<file path="src/rtl/hazard_pkg.sv">
// Shared definitions for the pipeline hazard sequencer.
//   state_t  : sequencer FSM encoding (RUN, WAIT_MEM, DRAIN)
//   REG_ZERO : architectural zero register; a load targeting it never creates a hazard
package hazard_pkg;

  typedef enum logic [1:0] {
    RUN      = 2'd0,
    WAIT_MEM = 2'd1,
    DRAIN    = 2'd2
  } state_t;

  localparam logic [4:0] REG_ZERO = 5'd0;

endpackage

</file>
<file path="src/rtl/sat_counter.sv">
// Saturating up-counter used for the pipeline performance counters.
//   clk   : clock, rising edge
//   reset : synchronous active-high clear
//   inc   : count this cycle (takes effect on the next edge)
//   q     : current count; sticks at all-ones instead of wrapping
module sat_counter #(
  parameter int W = 16
) (
  input  logic         clk,
  input  logic         reset,
  input  logic         inc,
  output logic [W-1:0] q
);

  logic [W-1:0] q_q;
  logic [W-1:0] q_d;

  always_comb begin
    q_d = q_q;
    if (inc && (q_q != {W{1'b1}})) begin
      q_d = q_q + 1'b1;
    end
  end

  always_ff @(posedge clk) begin
    if (reset) begin
      q_q <= '0;
    end else begin
      q_q <= q_d;
    end
  end

  assign q = q_q;

endmodule

</file>
<file path="src/rtl/hazard_ctrl.sv">
// Pipeline sequencer for the 5-stage CPU. Produces the write/flush/hold
// controls for PC, IF/ID, ID/EX and EX/MEM, resolving load-use hazards,
// taken branches (EX), jumps (ID) and multi-cycle memory waits.
//   clk, reset            : clock and synchronous active-high reset
//   ID_rs/ID_rt/ID_Uses*  : source operands of the instruction in ID
//   ID_Jump               : ID holds j/jal/jr/jalr
//   EX_MemRead/EX_WrReg   : load in EX and its destination
//   EX_BranchTaken        : branch in EX resolved taken
//   MEM_Busy              : memory not ready this cycle
//   PC_Write..EX_MEM_Hold : pipeline register controls (combinational)
//   MemTimeout            : sticky, a memory wait ran too long
//   StallCycles/FlushCount: saturating performance counters
module hazard_ctrl
  import hazard_pkg::*;
#(
  parameter int MEM_TIMEOUT = 256,
  parameter int CNT_W       = 16
) (
  input  logic             clk,
  input  logic             reset,
  input  logic [4:0]       ID_rs,
  input  logic [4:0]       ID_rt,
  input  logic             ID_UsesRs,
  input  logic             ID_UsesRt,
  input  logic             ID_Jump,
  input  logic             EX_MemRead,
  input  logic [4:0]       EX_WrReg,
  input  logic             EX_BranchTaken,
  input  logic             MEM_Busy,
  output logic             PC_Write,
  output logic             IF_ID_Write,
  output logic             IF_ID_Flush,
  output logic             ID_EX_Flush,
  output logic             ID_EX_Hold,
  output logic             EX_MEM_Hold,
  output logic             MemTimeout,
  output logic [CNT_W-1:0] StallCycles,
  output logic [CNT_W-1:0] FlushCount
);

  localparam int              WC_W      = $clog2(MEM_TIMEOUT) + 1;
  localparam logic [WC_W-1:0] WAIT_LAST = WC_W'(MEM_TIMEOUT - 1);

  state_t          state_q, state_d;
  logic [WC_W-1:0] wait_cnt_q, wait_cnt_d;
  logic            mem_timeout_q, mem_timeout_d;
  logic            freeze;
  logic            load_use;

  // DRAIN deliberately ignores MEM_Busy so a hung peripheral cannot
  // deadlock the pipeline once the timeout has been flagged.
  assign freeze = MEM_Busy && ((state_q == RUN) || (state_q == WAIT_MEM));

  assign load_use = EX_MemRead && (EX_WrReg != REG_ZERO) &&
                    ((ID_UsesRs && (ID_rs == EX_WrReg)) ||
                     (ID_UsesRt && (ID_rt == EX_WrReg)));

  // Pipeline controls, highest priority first.
  always_comb begin
    PC_Write    = 1'b1;
    IF_ID_Write = 1'b1;
    IF_ID_Flush = 1'b0;
    ID_EX_Flush = 1'b0;
    ID_EX_Hold  = 1'b0;
    EX_MEM_Hold = 1'b0;
    if (reset) begin
      PC_Write    = 1'b0;
      IF_ID_Write = 1'b0;
      IF_ID_Flush = 1'b1;
      ID_EX_Flush = 1'b1;
    end else if (freeze) begin
      // A taken branch stays held in EX and is handled once unfrozen.
      PC_Write    = 1'b0;
      IF_ID_Write = 1'b0;
      ID_EX_Hold  = 1'b1;
      EX_MEM_Hold = 1'b1;
    end else if (EX_BranchTaken) begin
      IF_ID_Flush = 1'b1;
      ID_EX_Flush = 1'b1;
    end else if (load_use) begin
      // The injected bubble clears EX_MemRead, so this lasts one cycle.
      PC_Write    = 1'b0;
      IF_ID_Write = 1'b0;
      ID_EX_Flush = 1'b1;
    end else if (ID_Jump) begin
      IF_ID_Flush = 1'b1;
    end
  end

  // Memory-wait sequencing.
  always_comb begin
    state_d       = state_q;
    wait_cnt_d    = wait_cnt_q;
    mem_timeout_d = mem_timeout_q;
    case (state_q)
      RUN: begin
        if (MEM_Busy) begin
          state_d    = WAIT_MEM;
          wait_cnt_d = WC_W'(1);
        end
      end
      WAIT_MEM: begin
        if (!MEM_Busy) begin
          state_d    = RUN;
          wait_cnt_d = '0;
        end else if (wait_cnt_q == WAIT_LAST) begin
          state_d       = DRAIN;
          wait_cnt_d    = '0;
          mem_timeout_d = 1'b1;
        end else begin
          wait_cnt_d = wait_cnt_q + 1'b1;
        end
      end
      DRAIN: begin
        if (!MEM_Busy) begin
          state_d = RUN;
        end
      end
      default: begin
        state_d    = RUN;
        wait_cnt_d = '0;
      end
    endcase
  end

  always_ff @(posedge clk) begin
    if (reset) begin
      state_q       <= RUN;
      wait_cnt_q    <= '0;
      mem_timeout_q <= 1'b0;
    end else begin
      state_q       <= state_d;
      wait_cnt_q    <= wait_cnt_d;
      mem_timeout_q <= mem_timeout_d;
    end
  end

  assign MemTimeout = mem_timeout_q;

  sat_counter #(.W(CNT_W)) u_stall_cnt (
    .clk   (clk),
    .reset (reset),
    .inc   (!PC_Write),
    .q     (StallCycles)
  );

  sat_counter #(.W(CNT_W)) u_flush_cnt (
    .clk   (clk),
    .reset (reset),
    .inc   (IF_ID_Flush),
    .q     (FlushCount)
  );

endmodule

</file>
<file path="config.mk">
export PLATFORM = sky130hd
export DESIGN_NAME = hazard_ctrl
export DESIGN_NICKNAME = d
export VERILOG_FILES = /design/src/rtl/hazard_pkg.sv /design/src/rtl/sat_counter.sv /design/src/rtl/hazard_ctrl.sv
export SDC_FILE = /design/constraint.sdc
export NUM_CORES = 1
export LEC_CHECK = 0
export ABC_CLOCK_PERIOD_IN_PS = 2100
export CORE_ASPECT_RATIO = 1.1
export CORE_MARGIN = 4
export CORE_UTILIZATION = 44
export DETAILED_ROUTE_END_ITERATION = 16
export GPL_TIMING_DRIVEN = 0
export PLACE_DENSITY = 0.77
export SLEW_MARGIN = 10
export SYNTH_ARGS = -nofsm -noshare
export SYNTH_HDL_FRONTEND = slang
export SYNTH_SLANG_ARGS = --single-unit
</file>
<file path="constraint.sdc">
create_clock -name clk -period 2.1 [get_ports clk]
set_clock_uncertainty 0.05 [all_clocks]
set_input_delay 0.42 -clock clk [delete_from_list [all_inputs] [get_ports clk]]
set_output_delay 0.42 -clock clk [all_outputs]
set_load 0.01 [all_outputs]
</file>
[After elaboration in Yosys (flattened, before gate mapping)]
Cells that the tools add are included.
Operators by class
  $add $sub $neg: 3
  equal/unequal tests: 10
  multiplexer cells: 24
  bitwise logic cells: 1
  reduce and logical (&&, ||, !) cells: 15
Operators with widths (number)
  16-bit by 1-bit adder with 16-bit output, second input constant: 2
  16-bit != test, second input constant: 2
  9-bit two-way mux: 3
  9-bit case mux with 3 select lines: 1
  1-bit two-way mux: 15
  5-bit == test: 2
  9-bit by 1-bit adder with 9-bit output, second input constant: 1
  9-bit by 8-bit == test with 1-bit output, second input constant: 1
  2-bit two-way mux: 4
  1-bit logical AND: 7
  2-bit case mux with 3 select lines: 1
  3-bit AND reduction: 2
  5-bit nonzero test: 1
  2-bit != test, second input constant: 2
  3-bit by 2-bit != test with 1-bit output, second input constant: 1
  2-bit by 1-bit == test with 1-bit output, second input constant: 1
  2-bit == test, second input constant: 1
  2-bit zero test: 1
  1-bit logical OR: 2
  2-bit AND reduction: 1
  1-bit zero test: 1
  1-bit NOT: 1
Storage, ports and cells
  register bits: 44
  input bits: 23
  output and inout bits: 39
  word-level logic and storage cells: 58

[Longest topological paths before layout]
  depth after elaboration: 10
  depth in mapped cells: 8

[Modules after synthesis]
Synthesis repeated with hierarchy kept, for this count alone.
Unflattened totals
  cells, all modules: 289
  area, all modules: 2486.1 um^2
Modules (own cells, without submodules)
  sat_counter: instances 2, cells each 99, area an instance 848.3 um^2, sequential area each 320.3 um^2
  hazard_ctrl: instances 1, cells each 91, area an instance 789.5 um^2, sequential area each 240.2 um^2

[Least setup slack after synthesis]
Ideal clock, no wire load.
  path kind: in2out
  from: in EX_WrReg[3]
  to: out IF_ID_Flush
  data arrival time: 1846 ps
  data required time: 1630 ps
  slack: -216 ps
  cell stages on the path: 6
  path buffers: 1
  path through: xor2_1 -> nor4_1 -> a32oi_1 -> o31ai_1 -> buf_2 -> nand2b_1
On the way
  cells in the longest elaborated chain, start to end: 8
Ends and longest elaborated chain
  start, declared: line hazard_ctrl.sv:27  | input logic [4:0] EX_WrReg,
  5-bit == test, on equally long branches: line hazard_ctrl.sv:55, hazard_ctrl.sv:56
  1-bit logical AND, on equally long branches: line hazard_ctrl.sv:55, hazard_ctrl.sv:56
  1-bit logical OR: line hazard_ctrl.sv:55  | ((ID_UsesRs && (ID_rs == EX_WrReg)) ||
  1-bit logical AND (*): line hazard_ctrl.sv:54  | assign load_use = EX_MemRead && (EX_WrReg != REG_ZERO) &&
  1-bit two-way mux (*): line hazard_ctrl.sv:80  | end else if (load_use) begin
  1-bit two-way mux (*): line hazard_ctrl.sv:77  | end else if (EX_BranchTaken) begin
  1-bit two-way mux (*): line hazard_ctrl.sv:71  | end else if (freeze) begin
  1-bit two-way mux (*): line hazard_ctrl.sv:66  | if (reset) begin
  end, declared: line hazard_ctrl.sv:32  | output logic IF_ID_Flush,
Mark *: on every way between the ends. The rest lies on a longest branch, timed or not.

[Worst setup path after layout]
  from: in EX_WrReg[1]
  to: out PC_Write
On the way
  cells in the longest elaborated chain, start to end: 8
Ends and longest elaborated chain
  5-bit == test, on equally long branches: line hazard_ctrl.sv:55, hazard_ctrl.sv:56
  1-bit logical AND, on equally long branches: line hazard_ctrl.sv:55, hazard_ctrl.sv:56
  1-bit logical OR: line hazard_ctrl.sv:55
  1-bit logical AND (*): line hazard_ctrl.sv:54
  1-bit two-way mux (*): line hazard_ctrl.sv:80
  1-bit two-way mux (*): line hazard_ctrl.sv:77
  1-bit two-way mux (*): line hazard_ctrl.sv:71
  1-bit two-way mux (*): line hazard_ctrl.sv:66
  end, declared: line hazard_ctrl.sv:30  | output logic PC_Write,
Marked as above.

==> results.ini <==
[hold_path]
min_path_type=in2reg

[timing]
rsz0062_at_grt=yes
finalCritPeriodShare_pct=114
worst_slew_pin_slew_ns=0.619
setup_viol=22
setup_slack_ns=-0.289
hold_violations=0
report.final.slew_viol_count=0
worst_slew_margin_rel_pct=58.7
fin_tns_setup_ns=-2.56
fmax_mhz=419
finalCriticalPeriod_ns=2.39

[placement]
port_buffers=61
dp_hpwl_um=4570
postPlaceCellArea_um2=3190
finalWeightedCongestion=0.830

[grt]
grt_antenna_before_repair=0
grt_overflow=0
grt_max_degree=14
track_usage_pct=21.3
grt_pass1_vias=2636
grt_pass1_wl_um=11900

[route]
ant_nets=0
vias=2758
wl_per_cell_um=16.9
routed_via_density=5.93
drcViolationCount=0
routed_wl_um=7850
first_pass_iters=5
drt-initial-drc-count=162

[worst_setup_path]
critical_path.endpoint=PC_Write
worstPathMaxFanout=4
r2r_cells=6
worstSetupStartpoint=EX_WrReg[1]
timing.rr.end=u_stall_cnt.q[15]
rrSetupSlack_ns=-0.13
rr_startpoint=u_stall_cnt.q[2]
critical_path_arrival_ns=1.92
start_kind=primary input
end_kind=output pin
crit_required_ns=1.63
path_class=in2out

[clock_tree]
clockBufferDepth=2
cts_buffers=5
htree_num_levels=2
tritoncts=done
cts.clk_slew.worst_paths_ns=0.09
cts.root.buffer_cell=clkbuf_8
insertion_delay_ns=0.30
clock_sinks=44
cts_hold_buffers=0

[synth]
synthMuxAreaShare_pct=5.94
yosys.cell_types.count=46
synthXorXnorAreaFrac_pct=3.94
yosysWarnings=0
synth_seq_cells=44
synth-edff-count=0
async_reset_ff_share_pct=0
ys.flop_type=dfxtp_1
syn_area_um2=2440
synth_adder_area_share_pct=1.54
synth_compound_area_share_pct=15.5
yosys.area_share.simple_pct=32.8
synth_top_family_by_area=simple AND/OR/NAND/NOR gates
synthCells=296
syn_nets=322
synth.avg_cell_area_um2=8.26
yosysSeqAreaShare_pct=36.0

[die]
initial_core_util_pct=45.3
die_y_um=86.2
io_pins=62
dieArea_um2=6810
rows=28
chipWidth_um=79.1
placeableCoreArea_um2=5400

[run]
maxCapViolCount=0

[power_and_ir_drop]
p_int_mw=1.25
clock_power_share_pct=33.2
p_sw_share_pct=27.0
p_leak_nw=1.39
peakVddDrop_mv=0.373
p_comb_share_pct=16.9
seq_power_share_pct=49.9
p_per_area_nw_per_um2=427
switchingPower_uw=463

[final_layout]
diodes=0
synthToLayoutAreaGrowth_pct=64.4
drive_above_1_share_pct=35.6
fin_area_um2=4020
fin_nets=415
final_util_pct=74.5

[run_status]
failed_checks=negative setup slack
status=complete, but fails checks

-- flip-flops by register name (all words and copies together), names as in the netlist --
name	cells
u_stall_cnt.q	16
state_q	2
u_flush_cnt.q	16
wait_cnt_q	9
MemTimeout	1
-- worst min-delay path by stage --
stage | start | end | cells after the start
finish | MEM_Busy | state_q[1] | 2
global placement | MemTimeout | MemTimeout | 2
CTS | MemTimeout | MemTimeout | 2
detailed placement | MemTimeout | MemTimeout | 2
floorplan | wait_cnt_q[7] | wait_cnt_q[7] | 1
global route | MEM_Busy | state_q[1] | 2
-- power by group through the flow --
| stage | Sequential [mW] | Combinational [mW] | Clock (mW) |
|---|---|---|---|
| after floorplan | 0.876 | 0.102 | 0 |
| after global placement | 0.875 | 0.206 | 0 |
| after detailed placement | 0.875 | 0.210 | 0 |
| after CTS | 0.856 | 0.246 | 0.569 |
| after global routing | 0.859 | 0.310 | 0.599 |
| final | 0.857 | 0.290 | 0.570 |
-- cells by family after synthesis --
logic type	after synthesis
mux	13
compound gates	61
xor+xnor	11
fa+ha+maj	3
buf+inv	22
simple gates	142
flops	44
-- worst max-delay path, cell delays in order --
cell and delay, ns:
buf_8 0.10, xor2_2 0.16, nor4_2 0.29, a32oi_2 0.17
o31a_1 0.31, buf_6 0.14, buf_8 0.12, buf_6 0.10
buf_6 0.11
-- area by class of cell --
class                           instances  area [µm²]
Multi-Input combinational cell        230        1980
Fill cell                             392        1380
Sequential cell                        44         885
Timing Repair Buffer                   88         827
Buffer                                 15         126
Tap cell                               75        93.8
Clock buffer                            6        82.6
Inverter                                5        18.8
Clock inverter                          2        10.0
-- per-stage QoR --
stage	cells	worst slack, ns	hold WS (ns)	power [mW]
floorplan	296	-0.0882	0.398	0.978
CTS	457	-0.337	0.436	1.67
global route	465	-0.349	0.405	1.77
detailed placement	432	-1.33	0.416	1.09
global placement	432	-1.34	0.411	1.08
finish	465	-0.289	0.404	1.72
-- routing by layer --
layer / GRT usage [%] / vias to the layer above / share of wire (%)
li1: - / 1281 / -
met1: 26.6 / 1338 / 42
met2: 36.4 / 121 / 50
met3: 4.05 / 18 / 5.6
met4: 7.66 / 0 / 2.0
met5: 0 / - / 0
-- placed cells by master, fill, tap and decap left out, types with 9 or more instances in the layout --
cell type,Yosys,layout
dfxtp_1,44,41
or4_1,17,11
a21oi_1,24,17
o21ai_0,10,9
nand3_1,15,12
nor2_1,34,31
buf_4,2,20
clkdlybuf4s50_1,0,36
nor2b_1,12,11
mux2_4,0,12
nand2_1,14,13
nor4_4,1,10
buf_6,1,18
-- cells in the mapped netlist (2+ instances only) --
cell	number	area share (%)
dfxtp_1	44	36
nor2_1	34	5.2
a21oi_1	24	4.9
or4_1	17	5.2
nand3_1	15	3.1
o31ai_1	15	4.6
nand2_1	14	2.1
nor2b_1	12	3.1
mux2_2	11	5.1
nor4_1	11	2.8
o21ai_0	10	2.0
clkbuf_1	9	1.4
xor2_1	8	2.9
and3_1	6	1.5
nor3_1	6	1.2
buf_2	5	1.0
inv_1	5	0.77
nand4_1	5	1.3
nor3b_1	5	1.5
nand2b_1	4	1.0
ha_1	3	1.5
or3_1	3	0.77
xnor2_1	3	1.1
and4_1	2	0.72
buf_4	2	0.61
nor4b_1	2	0.72
or3b_2	2	0.72
-- what timing repair did --
action / CTS / global route
resized for setup: 138 / 66
setup buffers: 17 / 11
cloned: 1 / 0
pin swaps: 41 / 30
setup endpoints to repair: 45 / 35
Note: power is estimated with default switching activity, not from simulation.
